File: config.mk
export PLATFORM = sky130hd
export DESIGN_NAME = prewish5k_input_responder_flat
export DESIGN_NICKNAME = d
export VERILOG_FILES = /design/src/rtl/prewish5k_input_responder_if.sv /design/src/rtl/prewish5k_input_responder.sv /design/src/flat_wrapper.sv
export SDC_FILE = /design/constraint.sdc
export NUM_CORES = 1
export LEC_CHECK = 0
export BUFFER_PORTS_ARGS = -buffer_cell sky130_fd_sc_hd__buf_2
export CORE_ASPECT_RATIO = 0.7
export CORE_UTILIZATION = 65
export CTS_BUF_LIST = sky130_fd_sc_hd__clkbuf_16
export DETAILED_ROUTE_END_ITERATION = 10
export PLACE_DENSITY_LB_ADDON = 0.1
export SLEW_MARGIN = 30
export SYNTH_ARGS = -nofsm -noshare
export SYNTH_HDL_FRONTEND = slang
export SYNTH_SLANG_ARGS = --single-unit
File: constraint.sdc
create_clock -name CLK_I -period 5.8 [get_ports CLK_I]
set_clock_uncertainty 0.05 [all_clocks]
set_input_delay 0.58 -clock CLK_I [delete_from_list [all_inputs] [get_ports CLK_I]]
set_output_delay 0.58 -clock CLK_I [all_outputs]
set_load 0.05 [all_outputs]
File: src/rtl/prewish5k_input_responder_if.sv
// ---------------------------------------------------------------------------
// prewish5k_input_responder_if
// Purpose : strobe/data fetch handshake between the controller (master) and
//           the input responder (slave).
// Signals : STB_I  request strobe, master -> slave
//           DAT_I  request mask,   master -> slave
//           STB_O  acknowledge,    slave  -> master
//           DAT_O  response data,  slave  -> master
//
// Handshake: a request is accepted on any rising clock edge where STB_I=1
// and the responder is idle, and DAT_I is captured on that edge only.
// Exactly one cycle later STB_O is high for exactly one cycle with DAT_O
// valid. There is no back-pressure: STB_I seen while a request is in
// flight is dropped, not queued. DAT_O holds its value until the next ack.
// ---------------------------------------------------------------------------
interface prewish5k_input_responder_if;
    logic       STB_I;
    logic [7:0] DAT_I;
    logic       STB_O;
    logic [7:0] DAT_O;

    modport master (
        output STB_I,
        output DAT_I,
        input  STB_O,
        input  DAT_O
    );

    modport slave (
        input  STB_I,
        input  DAT_I,
        output STB_O,
        output DAT_O
    );
endinterface

File: src/rtl/prewish5k_input_responder.sv
// ---------------------------------------------------------------------------
// prewish5k_input_responder
// Purpose : synchronizes and debounces 8 raw active-high inputs and answers
//           each fetch strobe with a one-cycle ack carrying the debounced
//           state ANDed with the requested mask.
// Ports   : CLK_I        system clock
//           RST_I        asynchronous active-low reset
//           bus          fetch handshake (slave side: STB_I/DAT_I in,
//                        STB_O/DAT_O out)
//           i_inputs     raw inputs, asynchronous to CLK_I
//           o_rise       one-cycle pulse per bit on a debounced 0->1 change
//           o_alive      MSB of a free-running counter
//           o_dbg_state  current handshake FSM state
// ---------------------------------------------------------------------------
module prewish5k_input_responder #(
    parameter int DEBOUNCE_BITS = 16,
    parameter int ALIVE_BITS    = 23
) (
    input  logic                         CLK_I,
    input  logic                         RST_I,
    prewish5k_input_responder_if.slave   bus,
    input  logic [7:0]                   i_inputs,
    output logic [7:0]                   o_rise,
    output logic                         o_alive,
    output logic [1:0]                   o_dbg_state
);

    typedef enum logic [1:0] {
        ST_IDLE   = 2'd0,
        ST_SAMPLE = 2'd1,
        ST_ACK    = 2'd2
    } state_t;

    localparam logic [DEBOUNCE_BITS-1:0] CNT_MAX = '1;

    // ---------------- synchronizer + debounce ----------------
    logic [7:0]               sync1_q;
    logic [7:0]               sync2_q;
    logic [7:0]               stable_q;
    logic [7:0]               stable_d;
    logic [7:0]               rise_q;
    logic [7:0]               rise_d;
    logic [DEBOUNCE_BITS-1:0] cnt_q [8];
    logic [DEBOUNCE_BITS-1:0] cnt_d [8];

    // Each bit counts consecutive cycles of disagreement with its accepted
    // value; any agreement clears the count, so short glitches vanish.
    // The count is cleared at all-ones, so it never wraps.
    always_comb begin
        stable_d = stable_q;
        rise_d   = '0;
        cnt_d    = cnt_q;
        for (int n = 0; n < 8; n++) begin
            if (sync2_q[n] == stable_q[n]) begin
                cnt_d[n] = '0;
            end else if (cnt_q[n] != CNT_MAX) begin
                cnt_d[n] = cnt_q[n] + DEBOUNCE_BITS'(1);
            end else begin
                stable_d[n] = sync2_q[n];
                cnt_d[n]    = '0;
                rise_d[n]   = sync2_q[n];
            end
        end
    end

    always_ff @(posedge CLK_I or negedge RST_I) begin
        if (!RST_I) begin
            sync1_q  <= '0;
            sync2_q  <= '0;
            stable_q <= '0;
            rise_q   <= '0;
            for (int n = 0; n < 8; n++) begin
                cnt_q[n] <= '0;
            end
        end else begin
            sync1_q  <= i_inputs;
            sync2_q  <= sync1_q;
            stable_q <= stable_d;
            rise_q   <= rise_d;
            cnt_q    <= cnt_d;
        end
    end

    assign o_rise = rise_q;

    // ---------------- handshake FSM ----------------
    state_t     state_q;
    state_t     state_d;
    logic       mask_load;
    logic       ack_load;
    logic [7:0] mask_q;
    logic [7:0] dat_q;
    logic       stb_q;

    always_ff @(posedge CLK_I or negedge RST_I) begin
        if (!RST_I) begin
            state_q <= ST_IDLE;
        end else begin
            state_q <= state_d;
        end
    end

    always_comb begin
        state_d   = state_q;
        mask_load = 1'b0;
        ack_load  = 1'b0;
        unique case (state_q)
            ST_IDLE: begin
                if (bus.STB_I) begin
                    mask_load = 1'b1;
                    state_d   = ST_SAMPLE;
                end
            end
            ST_SAMPLE: begin
                ack_load = 1'b1;
                state_d  = ST_ACK;
            end
            ST_ACK: begin
                state_d = ST_IDLE;
            end
            default: begin
                state_d = ST_IDLE;
            end
        endcase
    end

    // The ack samples stable_d rather than stable_q so that a debounce
    // update landing on the same edge is already reflected in DAT_O.
    always_ff @(posedge CLK_I or negedge RST_I) begin
        if (!RST_I) begin
            mask_q <= '0;
            dat_q  <= '0;
            stb_q  <= 1'b0;
        end else begin
            stb_q <= ack_load;
            if (mask_load) begin
                mask_q <= bus.DAT_I;
            end
            if (ack_load) begin
                dat_q <= stable_d & mask_q;
            end
        end
    end

    assign bus.STB_O   = stb_q;
    assign bus.DAT_O   = dat_q;
    assign o_dbg_state = state_q;

    // ---------------- alive counter ----------------
    logic [ALIVE_BITS-1:0] alive_q;

    always_ff @(posedge CLK_I or negedge RST_I) begin
        if (!RST_I) begin
            alive_q <= '0;
        end else begin
            alive_q <= alive_q + ALIVE_BITS'(1);
        end
    end

    assign o_alive = alive_q[ALIVE_BITS-1];

endmodule

File: src/flat_wrapper.sv
// flat-port wrapper written by rule: the top's interface ports become plain ports
module prewish5k_input_responder_flat 
#(
    parameter int DEBOUNCE_BITS = 16,
    parameter int ALIVE_BITS    = 23
)
  (CLK_I, RST_I, i_inputs, o_rise, o_alive, o_dbg_state, bus_STB_I, bus_DAT_I, bus_STB_O, bus_DAT_O);
  prewish5k_input_responder_if bus_i ();
  input  logic CLK_I;
  input  logic RST_I;
  input  logic [7:0] i_inputs;
  output logic [7:0] o_rise;
  output logic o_alive;
  output logic [1:0] o_dbg_state;
  input wire logic [$bits(bus_i.STB_I)-1:0] bus_STB_I;
  input wire logic [$bits(bus_i.DAT_I)-1:0] bus_DAT_I;
  output wire logic [$bits(bus_i.STB_O)-1:0] bus_STB_O;
  output wire logic [$bits(bus_i.DAT_O)-1:0] bus_DAT_O;
  assign bus_i.STB_I = bus_STB_I;
  assign bus_i.DAT_I = bus_DAT_I;
  assign bus_STB_O = bus_i.STB_O;
  assign bus_DAT_O = bus_i.DAT_O;
  prewish5k_input_responder #(.DEBOUNCE_BITS(DEBOUNCE_BITS), .ALIVE_BITS(ALIVE_BITS)) u_core (.CLK_I(CLK_I), .RST_I(RST_I), .bus(bus_i), .i_inputs(i_inputs), .o_rise(o_rise), .o_alive(o_alive), .o_dbg_state(o_dbg_state));
endmodule
==> flow_results.org, run 1 <==
** Status
- Status :: finished, final reports clean

** STA
- Time the worst path needs with I/O delays and setup :: approximately 2300 ps
- After layout, the worst setup slack is 3520 ps.
- Relative max-transition margin :: 40.9%
- Endpoints failing hold :: 0
- Setup repair after global routing missed its margin :: no
- In the final timing run, aggregate negative setup slack is 0 ps.
- Setup violations remaining at the end of the flow were counted as 0.
- The final max-slew violation count came to 0.
- For the pin with the worst max-slew slack, the measured transition is ~880 ps.
- Derived from the worst setup path, the maximum achievable clock frequency is 438 MHz.
- After layout, the worst path uses around two fifths of the clock period.

** Critical path
- Of all nets on the critical path, the largest fanout is 16.
- STA classifies the critical path startpoint as a register.
- Walking the worst path, the cells encountered are ha_1 -> nand4_1 -> nor4_1 -> nand2b_1 -> nor2_1.
- The worst register-to-register path begins at u_core.cnt_q[112].
- Data arrives at the worst endpoint at 2580 ps.
- Crit path required time :: 6090 ps
- The worst register-to-register path ends at u_core.cnt_q[124].
- Critical Path End Type :: register
- The critical path in this run is classified as register to register.
- Slowest stage cell on the critical path :: nand2b_1
- Worst path max stage delay :: between 500 and 600 ps
- Worst R2R Path Depth :: 5
- Internal reg-to-reg setup slack :: roughly 3500 ps

** Clock tree
- Bufs on Longest Clock Path :: 3
- Clock-pin slew was measured on the worst setup and hold paths at about 60 ps.
- Clock tree from TritonCTS :: built
- After clock tree synthesis, the repair step resized 0 gates.
- Root Buffer :: clkbuf_16
- Clock sink total :: slightly above 200
- At the later pin of the worst-skew pair, clock insertion delay measures 480 ps.
- In this run the number of H-tree levels came out at 1.
- TritonCTS Buffers :: 20

** Power and ir drop
- Power Density :: 291 nW/um2
- Pleak :: 0.00443 uW
- Max IR drop VDD :: 0.182 mV

** Global route
- In the global route stage, met2 resource usage came out at 40.4%.
- The first global-routing pass estimated 28,200 um of wire.
- Met3 Usage GRT :: 4.01%
- Global routing used a little over a third of the available met1 tracks.
- The number of antenna violations at the first check in global routing is 0.
- Total GRT Usage :: 24.8%
- Grt ovf :: 0
- The via count of the first global-routing pass is 5,975.
- Largest net degree at the start of global routing :: 86
- The layer flagged by global routing as most heavily used is met2.

** Place
- At the end of routability-driven placement, the weighted congestion stood at 0.822.
- In this run the tool buffered the top-level ports with 38 buffer cells.
- Post-placement cell area :: around 9300 um2
- The wire-length estimate of the detail-placed layout is ~11,000 um.
- At the placement stage, the worst setup path has a slack of 3520 ps.
- Placed cell count :: slightly above 1,000

** Layout
- Count of nets after finishing :: ~900
- Summing all non-filler instances in the final layout gives an area of 10000 um2.
- 0 antenna diodes ended up in the layout.
- Of the cells placed in the final design, the portion with a size suffix greater than 1 is 13.4%.
- Final cell count without fillers :: 1,046
- From synthesis to final layout, the design area changed by 12.3%.

** Yosys
- Cell type with the highest aggregate area in the netlist :: dfrtp_1
- Share of synthesized area occupied by flip-flops and latches :: a little under three fifths
- Most area-consuming cells after synthesis :: dfrtp_1 57%, xnor2_1 8.9%, nor2_1 5.5%
- Post-synthesis instance total :: around 800
- Synthesis inferred 202 register bits.
- Syn. warnings :: 0
- Synthesized net count :: ~830
- Combined area of all synthesized cells :: 8900 um2
- The netlist uses 36 different library cells.
- Of the post-synthesis cell area, the dominant cell type holds 56.8%.
- Dividing the synthesized area by the synthesized cell count gives 11.2 um2.

** Routing
- Vias per cell :: 5.64
- The detail route stage leaves a number of antenna-violating nets equal to 0.
- Before antenna repair, the detailed router went through 4 iterations.
- Total wirelength of the detailed-routed design :: 16,400 um
- Total number of vias :: 5,898
- Violation count after the first detailed-route iteration :: 296
- DRC errors left :: 0
- Final routed wire length divided by cell count :: 15.7 um

** Floorplan
- Effective utilization at floorplan :: 67.1%
- The die covers 14,200 um2.
- The floorplan step defined a core boundary enclosing 13,300 um2.
- From bottom edge to top edge, the die measures around 100 um.
- Die Width :: ~140 um
- For this design the top-level I/O count stands at 39.
- The floorplan has 35 rows.

** Worst hold path
- Launch point of the worst hold path :: i_inputs[1]
- Worst-case hold path end point :: u_core.sync1_q[1]
- WHS Path Cells :: 1
- Tightest Hold Check Type :: input port to register

** Run
- Max-cap violations :: 0
==> timing repair <==
item	in CTS	in global routing
hold endpoints to repair	2	0
hold buffers	1	0
endpoints found under the setup margin	0	0
buffers inserted	0	0
==> cell families after synthesis <==
logic type,share of synthesized area [%]
muxes,2.28
and+or+nand+nor,23.5
xor gates and xnor gates,13.7
AOI/OAI and AO/OA,1.04
buffers and inverters,1.45
adders and majority gates,1.26
DFF,56.8
==> final cells by class <==
class	instances	area [um2]
Tap cell	185	231
Fill cell	865	3270
Clock buffer	21	526
Inverter	18	67.6
Timing Repair Buffer	41	244
Clock inverter	15	149
Multi-Input combinational cell	564	3730
Sequential cell	202	5050
==> cell usage after synthesis <==
master / count
dfrtp_1: 202
nor2_1: 130
xnor2_1: 90
xor2_1: 49
nand2_1: 47
nand3_1: 43
nand4_1: 43
nor4_1: 36
nor3_1: 26
inv_1: 17
and2_1: 10
mux2_2: 10
buf_2: 9
ha_1: 9
and4_1: 8
nor3b_1: 7
a31o_1: 6
mux2_4: 6
nand4_2: 6
or4_4: 6
and3_1: 5
nand4_4: 5
and3_2: 4
and4_2: 4
clkbuf_1: 3
nand2b_1: 3
a21oi_1: 2
a31o_2: 2
and3b_1: 2
clkbuf_2: 1
clkinv_1: 1
o21ai_0: 1
o31ai_1: 1
or2_2: 1
or3_1: 1
or4_1: 1
==> power breakdown <==
part	total [uW]	switching [uW]	internal, uW
registers	1470	29.6	1450
logic	120	79.5	40.1
clock network	1320	526	791
==> critical path: cells and delay by family (launching register included) <==
| family | cells | cell delay, ps |
|---|---|---|
| DFF | 1 | 410 |
| and+or+nand+nor | 4 | 1430 |
| adders and majority gates | 1 | 260 |
==> per-stage QoR <==
step	util, %	hold WS (ps)	total power, uW
2_1_floorplan	-	234	1560
3_3_place_gp	70.0	283	1610
3_5_place_dp	70.2	285	1620
4_1_cts	75.4	137	2940
5_1_grt	75.4	133	3020
6_report	75.4	149	2910
==> placed cells by master (no fill, tap or decap), types with 10 or more instances in the layout <==
cell type	instances
nand4_1	43
xor2_1	49
nand3_1	43
dfrtp_1	202
buf_2	37
nor2_1	130
inv_1	21
and2_1	10
nand2_1	47
nor3_1	26
clkbuf_16	21
nor4_1	36
mux2_2	10
xnor2_1	90
==> per-layer routing <==
layer  vias up  part of all wire (%)
met5         -                     0
met4         0                   1.5
met3        23                   3.0
met2        84                    47
met1      2921                    48
li1       2870                     -
==> worst max path at each step <==
stage / slack, ps / to / from
5_1_grt: 3360 / u_core.cnt_q[123] / u_core.cnt_q[112]
3_5_place_dp: 3520 / u_core.cnt_q[124] / u_core.cnt_q[112]
2_1_floorplan: 3820 / u_core.bus.DAT_O[3] / u_core.cnt_q[64]
4_1_cts: 3510 / u_core.cnt_q[123] / u_core.cnt_q[112]
3_3_place_gp: 3540 / u_core.cnt_q[116] / RST_I
6_report: 3520 / u_core.cnt_q[124] / u_core.cnt_q[112]
==> flip-flops by register name (all words and copies together) (netlist names), 2 cells and up <==
name and flops:
u_core.o_rise 8, u_core.mask_q 8, u_core.cnt_q 128, u_core.sync2_q 8, u_core.sync1_q 8, u_core.o_dbg_state 2, u_core.bus.DAT_O 8, u_core.stable_q 8
u_core.alive_q 23
Power figures use the tool's default switching activity.
==> inputs of run 2 (changes only) <==
--- a/config.mk
+++ b/config.mk
@@ -7,7 +7,7 @@
 export LEC_CHECK = 0
 export BUFFER_PORTS_ARGS = -buffer_cell sky130_fd_sc_hd__buf_2
 export CORE_ASPECT_RATIO = 0.7
-export CORE_UTILIZATION = 65
+export CORE_UTILIZATION = 55
 export CTS_BUF_LIST = sky130_fd_sc_hd__clkbuf_16
 export DETAILED_ROUTE_END_ITERATION = 10
 export PLACE_DENSITY_LB_ADDON = 0.1
==> constraint.sdc (replaced) <==
create_clock -name CLK_I -period 1.97 [get_ports CLK_I]
set_clock_uncertainty 0.05 [all_clocks]
set_input_delay 0.197 -clock CLK_I [delete_from_list [all_inputs] [get_ports CLK_I]]
set_output_delay 0.197 -clock CLK_I [all_outputs]
set_load 0.05 [all_outputs]
==> flow_results.org, run 2 (same netlist as run 1, synthesis figures left out) <==
** Floorplan
- The starting utilization of the core area is 56.9% (was 67.1%).
- Vert. Die Dim :: 108 um (was 99.9 um)
- Row Count :: 38 (was 35)
- Standard cell core area :: 15,600 um2 (was 13,300 um2)
- The number of primary I/O pins was 39 (unchanged).
- Total Die Area :: 16,700 um2 (was 14,200 um2)
- The die extent in x is 154 um (was 142 um).

** Clock tree
- The clock sink count is 202 (unchanged).
- The clock tree root buffer cell is clkbuf_16 (unchanged).
- TritonCTS Buffers :: 20 (unchanged)
- The clock transition at the registers of the reported paths came to 60 ps (about the same).
- The level count of the clock H-tree was 1 (unchanged).
- The buffer levels on the longest clock path was 3 (unchanged).
- Latest clock arrival within the worst-skew pair :: 480 ps (about the same)
- The TritonCTS clock tree is built (unchanged).

** Critical path
- The critical path's largest stage delay was 560 ps (was 570 ps).
- The critical path launch point type is a register (unchanged).
- Critical Path Fanout Max :: 2 (was 16)
- Cell breakdown of the critical path :: ha_2 -> nand4_2 -> or4_4 -> mux2_4 -> a31o_1 (was ha_1 -> nand4_1 -> nor4_1 -> nand2b_1 -> nor2_1)
- Critical Path End Type :: register (unchanged)
- Slowest stage cell on the critical path :: or4_4 (was nand2b_1)
- Critical path class :: register to register (unchanged)
- Crit path required time :: 2300 ps (was 6090 ps)
- The critical path data arrival time was 2220 ps (was 2580 ps).

** Power and ir drop
- The power density over the cells came to 786 nW/um2 (was 291 nW/um2).
- The cell leakage power is 0.00481 uW (was 0.00443 uW).
- Max IR drop VDD :: 0.506 mV (was 0.182 mV)

** STA
- Setup repair after global routing missed its margin: no (unchanged).
- The final hold violation count is 0 (unchanged).
- Least-Margin Pin Slew :: 445 ps (was 879 ps)
- The post-route clock period utilization came to 96.3% (was 39.4%).
- Final setup violation count :: 0 (unchanged)
- The max-slew headroom at the worst pin was 70.4% (was 40.9%).
- Max Clock Freq :: 527 MHz (was 438 MHz)
- Final number of max-transition violations :: 0 (unchanged)
- Final total negative setup slack :: 0 ps (unchanged)
- The clock period minus worst slack came to 1900 ps (was 2280 ps).

** Place
- Placed wire-length estimate after detailed placement :: 11,500 um (was 10,700 um)
- The final RePlAce weighted congestion is 0.823 (was 0.822).
- The number of cells after detailed placement was 1,088 (was 1,009).
- The number of input and output port buffers inserted came to 38 (unchanged).

** Routing
- Final routed wire length divided by cell count :: 15.0 um (was 15.7 um)
- Number of nets with antenna violations after detailed routing :: 0 (unchanged)
- The detailed-route DRC error count came to 0 (unchanged).
- The via total after detailed routing came to 6,213 (was 5,898).
- Total iterations of the first detailed-routing run :: 5 (was 4)
- Violation count after the first detailed-route iteration :: 340 (was 296)
- The via density per instance came to 5.43 (was 5.64).
- The final wirelength is 17,100 um (was 16,400 um).

** Global route
- The global-route wire length before repair came to 28,900 um (was 28,200 um).
- The total congestion overflow is 0 (unchanged).
- The global-route usage over all layers is 21.3% (was 24.8%).
- Vias in the first global route :: 6,092 (was 5,975)
- The maximum number of pins on one net before global-route repair came to 75 (was 86).
- Number of antenna violations at the first check in global routing :: 0 (unchanged)

** Layout
- Count of nets after finishing :: 959 (was 875)
- Commonest non-fill, non-tap cell in the layout :: dfrtp_1 (unchanged)
- Antenna cell count :: 0 (unchanged)
- Biggest regs :: u_core.cnt_q: 128 flops, u_core.alive_q: 23 flops (unchanged)
- The number of flip-flops in the largest register was 128 (unchanged).
- The register with the highest flop count is u_core.cnt_q (unchanged).
- The count of placed standard cells in the final layout, fillers left out was 1,144 (was 1,046).
- The ratio of cells with drive above 1 in the final layout came to 19.8% (was 13.4%).
- Fill cell total of the finished layout :: 1,134 (was 865)
- Most used cells in the layout excluding fill and tap cells: 202 x dfrtp_1, 130 x nor2_1, 90 x xnor2_1 (unchanged).
- Synthesis-to-layout area growth :: 20.1% (was 12.3%)

** Worst hold path
- The path type of the worst min-delay path was input port to register (unchanged).

** Run
- Max-cap violations :: 0 (unchanged)

** Status
- Status: finished, final reports clean (unchanged).
==> run 2: per-stage QoR <==
step	hold WS (ps)	power (uW)	area [um2]	utilization, %	setup slack (ps)
floorplan	-149	4600	8910	-	1.28
global placement	130	4850	9860	63.0	31.1
finish	154	8400	10700	68.4	73.2
CTS	145	8500	10600	68.1	15.9
detailed placement	138	4870	9860	63.0	7.11
global route	153	8710	10700	68.4	2.18
==> run 2: final cells by class <==
type	count	area [um2]	area share (%)
Sequential cell	202	5050	47.3
Multi-Input combinational cell	564	3760	35.1
Timing Repair Buffer	125	957	8.95
Clock buffer	21	526	4.91
Tap cell	200	250	2.34
Clock inverter	14	82.6	0.772
Inverter	18	67.6	0.632
==> run 2: what timing repair did <==
action / in CTS / in global routing
resized for setup: 1 / 7
buffers inserted: 1 / 3
hold endpoints to repair: 73 / 0
endpoints found under the setup margin: 1 / 8
pin swaps: 0 / 9
hold buffers: 17 / 0
==> run 2: final timing paths <==
path | startpoint | endpoint | slack [ps] | depth (start not counted)
worst max-delay path | u_core.cnt_q[65] | u_core.bus.DAT_O[3] | 70 | 5
worst min-delay path | bus_STB_I | u_core.o_dbg_state[0] | 150 | 3
worst max register to register | u_core.cnt_q[65] | u_core.bus.DAT_O[3] | 70 | 5
worst min register to register | u_core.sync1_q[5] | u_core.sync2_q[5] | 300 | 0
max in group asynchronous | RST_I | u_core.alive_q[19] | 940 | 3
min in group asynchronous | RST_I | u_core.cnt_q[124] | 180 | 2
==> run 2: critical path, delay by kind of cell, from the launching register on <==
kind,cells,cell delay [ps]
AND/OR/NAND/NOR,2,670
flip-flops,1,360
adder cells (fa/ha/maj),1,190
multiplexers,1,320
AO/OA/AOI/OAI,1,200
==> run 2: layer usage <==
metal  share of wire (%)  wire length [um]  GRT usage, %
met1                  49              8470          31.1
met2                  45              7780          33.7
met3                 3.6               608          3.41
met4                 1.5               263          4.71
met5                   0                 0             0
==> run 2: where the power goes <==
part           total, uW  switching, uW  leakage (uW)  internal [uW]
sequential          4330           76.2       0.00273           4260
clock               3580           1530      0.000319           2050
combinational        493            278       0.00176            214
==> inputs of run 3 (changes only) <==
==> constraint.sdc (replaced) <==
create_clock -name CLK_I -period 1.97 [get_ports CLK_I]
set_clock_uncertainty 0.05 [all_clocks]
set_input_delay 0.197 -clock CLK_I [delete_from_list [all_inputs] [get_ports CLK_I]]
set_output_delay 0.197 -clock CLK_I [all_outputs]
set_load 0.1 [all_outputs]
==> flow_results.org, run 3 (same netlist as run 1, synthesis figures left out) <==
** Status
- Status: finished, final reports clean (unchanged).

** Floorplan
- Standard cell core area :: 15,600 um2 (unchanged)
- Total Die Area :: 16,700 um2 (unchanged)
- The overall die height was 108 um (unchanged).
- Die Width :: 154 um (unchanged)
- Effective utilization at floorplan :: 56.9% (unchanged)
- The number of primary I/O pins came to 39 (unchanged).
- The number of placement rows was 38 (unchanged).

** Power and ir drop
- Net switching power figure :: 1980 uW (was 1890 uW)
- The cell leakage power came to 0.00481 uW (about the same).
- The fraction of power consumed by combinational cells is 6.0% (was 5.9%).
- Sequential group share of total power :: 49.7% (was 51.6%)
- The relative contribution of the clock network to total power came to 44.3% (was 42.6%).
- The switching share of power came to 22.7% (was 22.4%).
- The maximum vdd drop is 0.486 mV (was 0.506 mV).
- The internal power contribution is 6730 uW (was 6520 uW).
- The power density over the cells was 810 nW/um2 (was 786 nW/um2).

** Critical path
- Top Family by Delay on Critical Path :: simple AND/OR/NAND/NOR gates (unchanged)
- The timing startpoint of the critical path is u_core.cnt_q[33] (was u_core.cnt_q[65]).
- Total stage count of the critical path :: 5 (unchanged)
- The critical path launch point type is a register (unchanged).
- The peak fanout along the critical path is 4 (was 2).
- Cell breakdown of the critical path :: ha_2 -> nand4_4 -> or4_4 -> mux2_4 -> a31o_1 (was ha_2 -> nand4_2 -> or4_4 -> mux2_4 -> a31o_1)
- Critical Path End Type :: register (unchanged)
- The number of buffers and inverters on the critical path was 0 (unchanged).
- Worst path max stage delay :: 560 ps (about the same)
- End of the worst register-to-register path :: u_core.bus.DAT_O[5] (was u_core.bus.DAT_O[3])
- Critical path class :: register to register (unchanged)
- The endpoint of the most critical setup path is u_core.bus.DAT_O[5] (was u_core.bus.DAT_O[3]).
- Crit path required time :: 2310 ps (was 2300 ps)
- Worst R2R Path Depth :: 5 (unchanged)
- Slowest stage cell on the critical path :: or4_4 (unchanged)
- The critical path data arrival time was 2240 ps (was 2220 ps).
- The register-to-register setup slack was 70 ps (about the same).
- Source of the worst register-to-register timing path :: u_core.cnt_q[33] (was u_core.cnt_q[65])

** STA
- The final setup violation count was 0 (unchanged).
- Max Clock Freq :: 525 MHz (was 527 MHz)
- The setup TNS came to 0 ps (unchanged).
- The max-slew headroom at the worst pin was 66.7% (was 70.4%).
- The post-route clock period utilization was 96.7% (was 96.3%).
- Final number of max-transition violations :: 0 (unchanged)
- Setup repair after global routing missed its margin: no (unchanged).
- The worst hold margin came to 98.3 ps (was 154 ps).
- The clock period minus worst slack came to 1900 ps (about the same).
- Endpoints failing hold :: 0 (unchanged)
- The final critical-path setup slack is 65.9 ps (was 73.2 ps).
- The slew of the pin with the lowest slew margin was 504 ps (was 445 ps).

** Layout
- The ratio of cells with drive above 1 in the final layout came to 19.9% (was 19.8%).
- Fill cell total of the finished layout :: 1,124 (was 1,134)
- Most flop-heavy register :: u_core.cnt_q (unchanged)
- The leading cell type in the layout, fill and taps excluded is dfrtp_1 (unchanged).
- The antenna diode count is 0 (unchanged).
- Synthesis-to-layout area growth :: 20.9% (was 20.1%)
- Most used cells in the layout excluding fill and tap cells :: 200 x dfrtp_1, 130 x nor2_1, 90 x xnor2_1 (was 202 x dfrtp_1, 130 x nor2_1, 90 x xnor2_1)
- Biggest regs: u_core.cnt_q: 128 flops, u_core.alive_q: 23 flops (unchanged).
- The count of nets after finishing came to 953 (was 959).
- Number of flip-flops in the largest register :: 128 (unchanged)

** Clock tree
- The clock sink count was 202 (unchanged).
- Bufs on Longest Clock Path :: 3 (unchanged)
- Clock tree from TritonCTS :: built (unchanged)
- Root Buffer :: clkbuf_16 (unchanged)
- The level count of the clock H-tree was 1 (unchanged).
- The clock insertion delay at the later pin of the skew report was 500 ps (was 480 ps).
- The clock transition at the registers of the reported paths is 70 ps (was 60 ps).
- TritonCTS Buffers :: 20 (unchanged)

** Routing
- The final antenna-violating net count came to 0 (unchanged).
- Vias per cell :: 5.41 (was 5.43)
- Total iterations of the first detailed-routing run :: 7 (was 5)
- Total number of vias :: 6,166 (was 6,213)
- DRC errors left :: 0 (unchanged)
- Final routed wire length divided by cell count :: 15.2 um (was 15.0 um)
- Violation count after the first detailed-route iteration :: 400 (was 340)
- Total wirelength of the detailed-routed design :: 17,300 um (was 17,100 um)

** Run
- The number of violations of the max-capacitance limit came to 0 (unchanged).

** Place
- The worst slack at placement came to -28.7 ps (was 7.11 ps).
- Number of port buffers :: 38 (unchanged)
- Placed wire-length estimate after detailed placement :: 11,500 um (about the same)
- Weighted congestion reported at the end of routability-driven placement :: 0.805 (was 0.823)

** Global route
- Grt ovf :: 0 (unchanged)
- The number of antenna violations at the first check in global routing was 0 (unchanged).
- Global-route wire length before repair :: 29,700 um (was 28,900 um)
- The global-route usage over all layers was 21.9% (was 21.3%).
- The maximum number of pins on one net before global-route repair is 56 (was 75).
- The via count of the first global-routing pass is 6,282 (was 6,092).

** Worst hold path
- Launch point of the worst hold path :: bus_STB_I (unchanged)
- The path type of the worst min-delay path is input port to register (unchanged).
run 3: worst min path at each step:
stage | endpoint | depth (start not counted)
final | u_core.o_dbg_state[0] | 3
after global routing | u_core.o_dbg_state[0] | 3
after CTS | u_core.o_dbg_state[0] | 3
after detailed placement | u_core.cnt_q[112] | 1
after global placement | u_core.cnt_q[112] | 1
after floorplan | u_core.alive_q[0] | 0
run 3: cell type report:
class / instances / area, um2 / area share (%)
Clock buffer: 20 / 500 / 4.65
Clock inverter: 16 / 164 / 1.52
Inverter: 18 / 67.6 / 0.628
Multi-Input combinational cell: 564 / 3770 / 35.1
Sequential cell: 202 / 5060 / 47.0
Tap cell: 200 / 250 / 2.32
Timing Repair Buffer: 119 / 950 / 8.82
run 3: worst register-to-register path, stage by stage, from the launching register on:
cell and delay [ps]:
dfrtp_1 380, ha_2 220, nand4_4 80, or4_4 560, mux2_4 320, a31o_1 180
run 3: per-layer routing:
| layer | up-vias | routed length [um] | global-route usage (%) |
|---|---|---|---|
| li1 | 3012 | - | - |
| met1 | 3062 | 8590 | 31.3 |
| met2 | 68 | 7950 | 35.4 |
| met3 | 24 | 463 | 3.49 |
| met4 | 0 | 293 | 5.14 |
| met5 | - | 0 | 0 |
run 3: what timing repair did:
| item | CTS | global route |
|---|---|---|
| hold endpoints to repair | 125 | 0 |
| pin swaps | 2 | 10 |
| endpoints found under the setup margin | 2 | 22 |
| hold buffers | 17 | 0 |
| buffers inserted | 0 | 5 |
| resized for setup | 2 | 8 |
run 3: stage by stage:
stage	instances	total power (uW)	cell area (um2)	utilization, %
4_1_cts	1134	8790	10700	68.3
6_report	1139	8710	10800	68.8
3_3_place_gp	1081	4870	9840	62.9
3_5_place_dp	1081	4890	9840	62.9
2_1_floorplan	797	4630	8910	-
5_1_grt	1139	9070	10800	68.8
run 3: power by group through the flow:
| stage | registers, uW | logic (uW) | clock network (uW) |
|---|---|---|---|
| floorplan | 4460 | 172 | 0 |
| global placement | 4400 | 472 | 0 |
| detailed placement | 4400 | 484 | 0 |
| CTS | 4330 | 515 | 3950 |
| global route | 4340 | 583 | 4140 |
| finish | 4330 | 526 | 3860 |
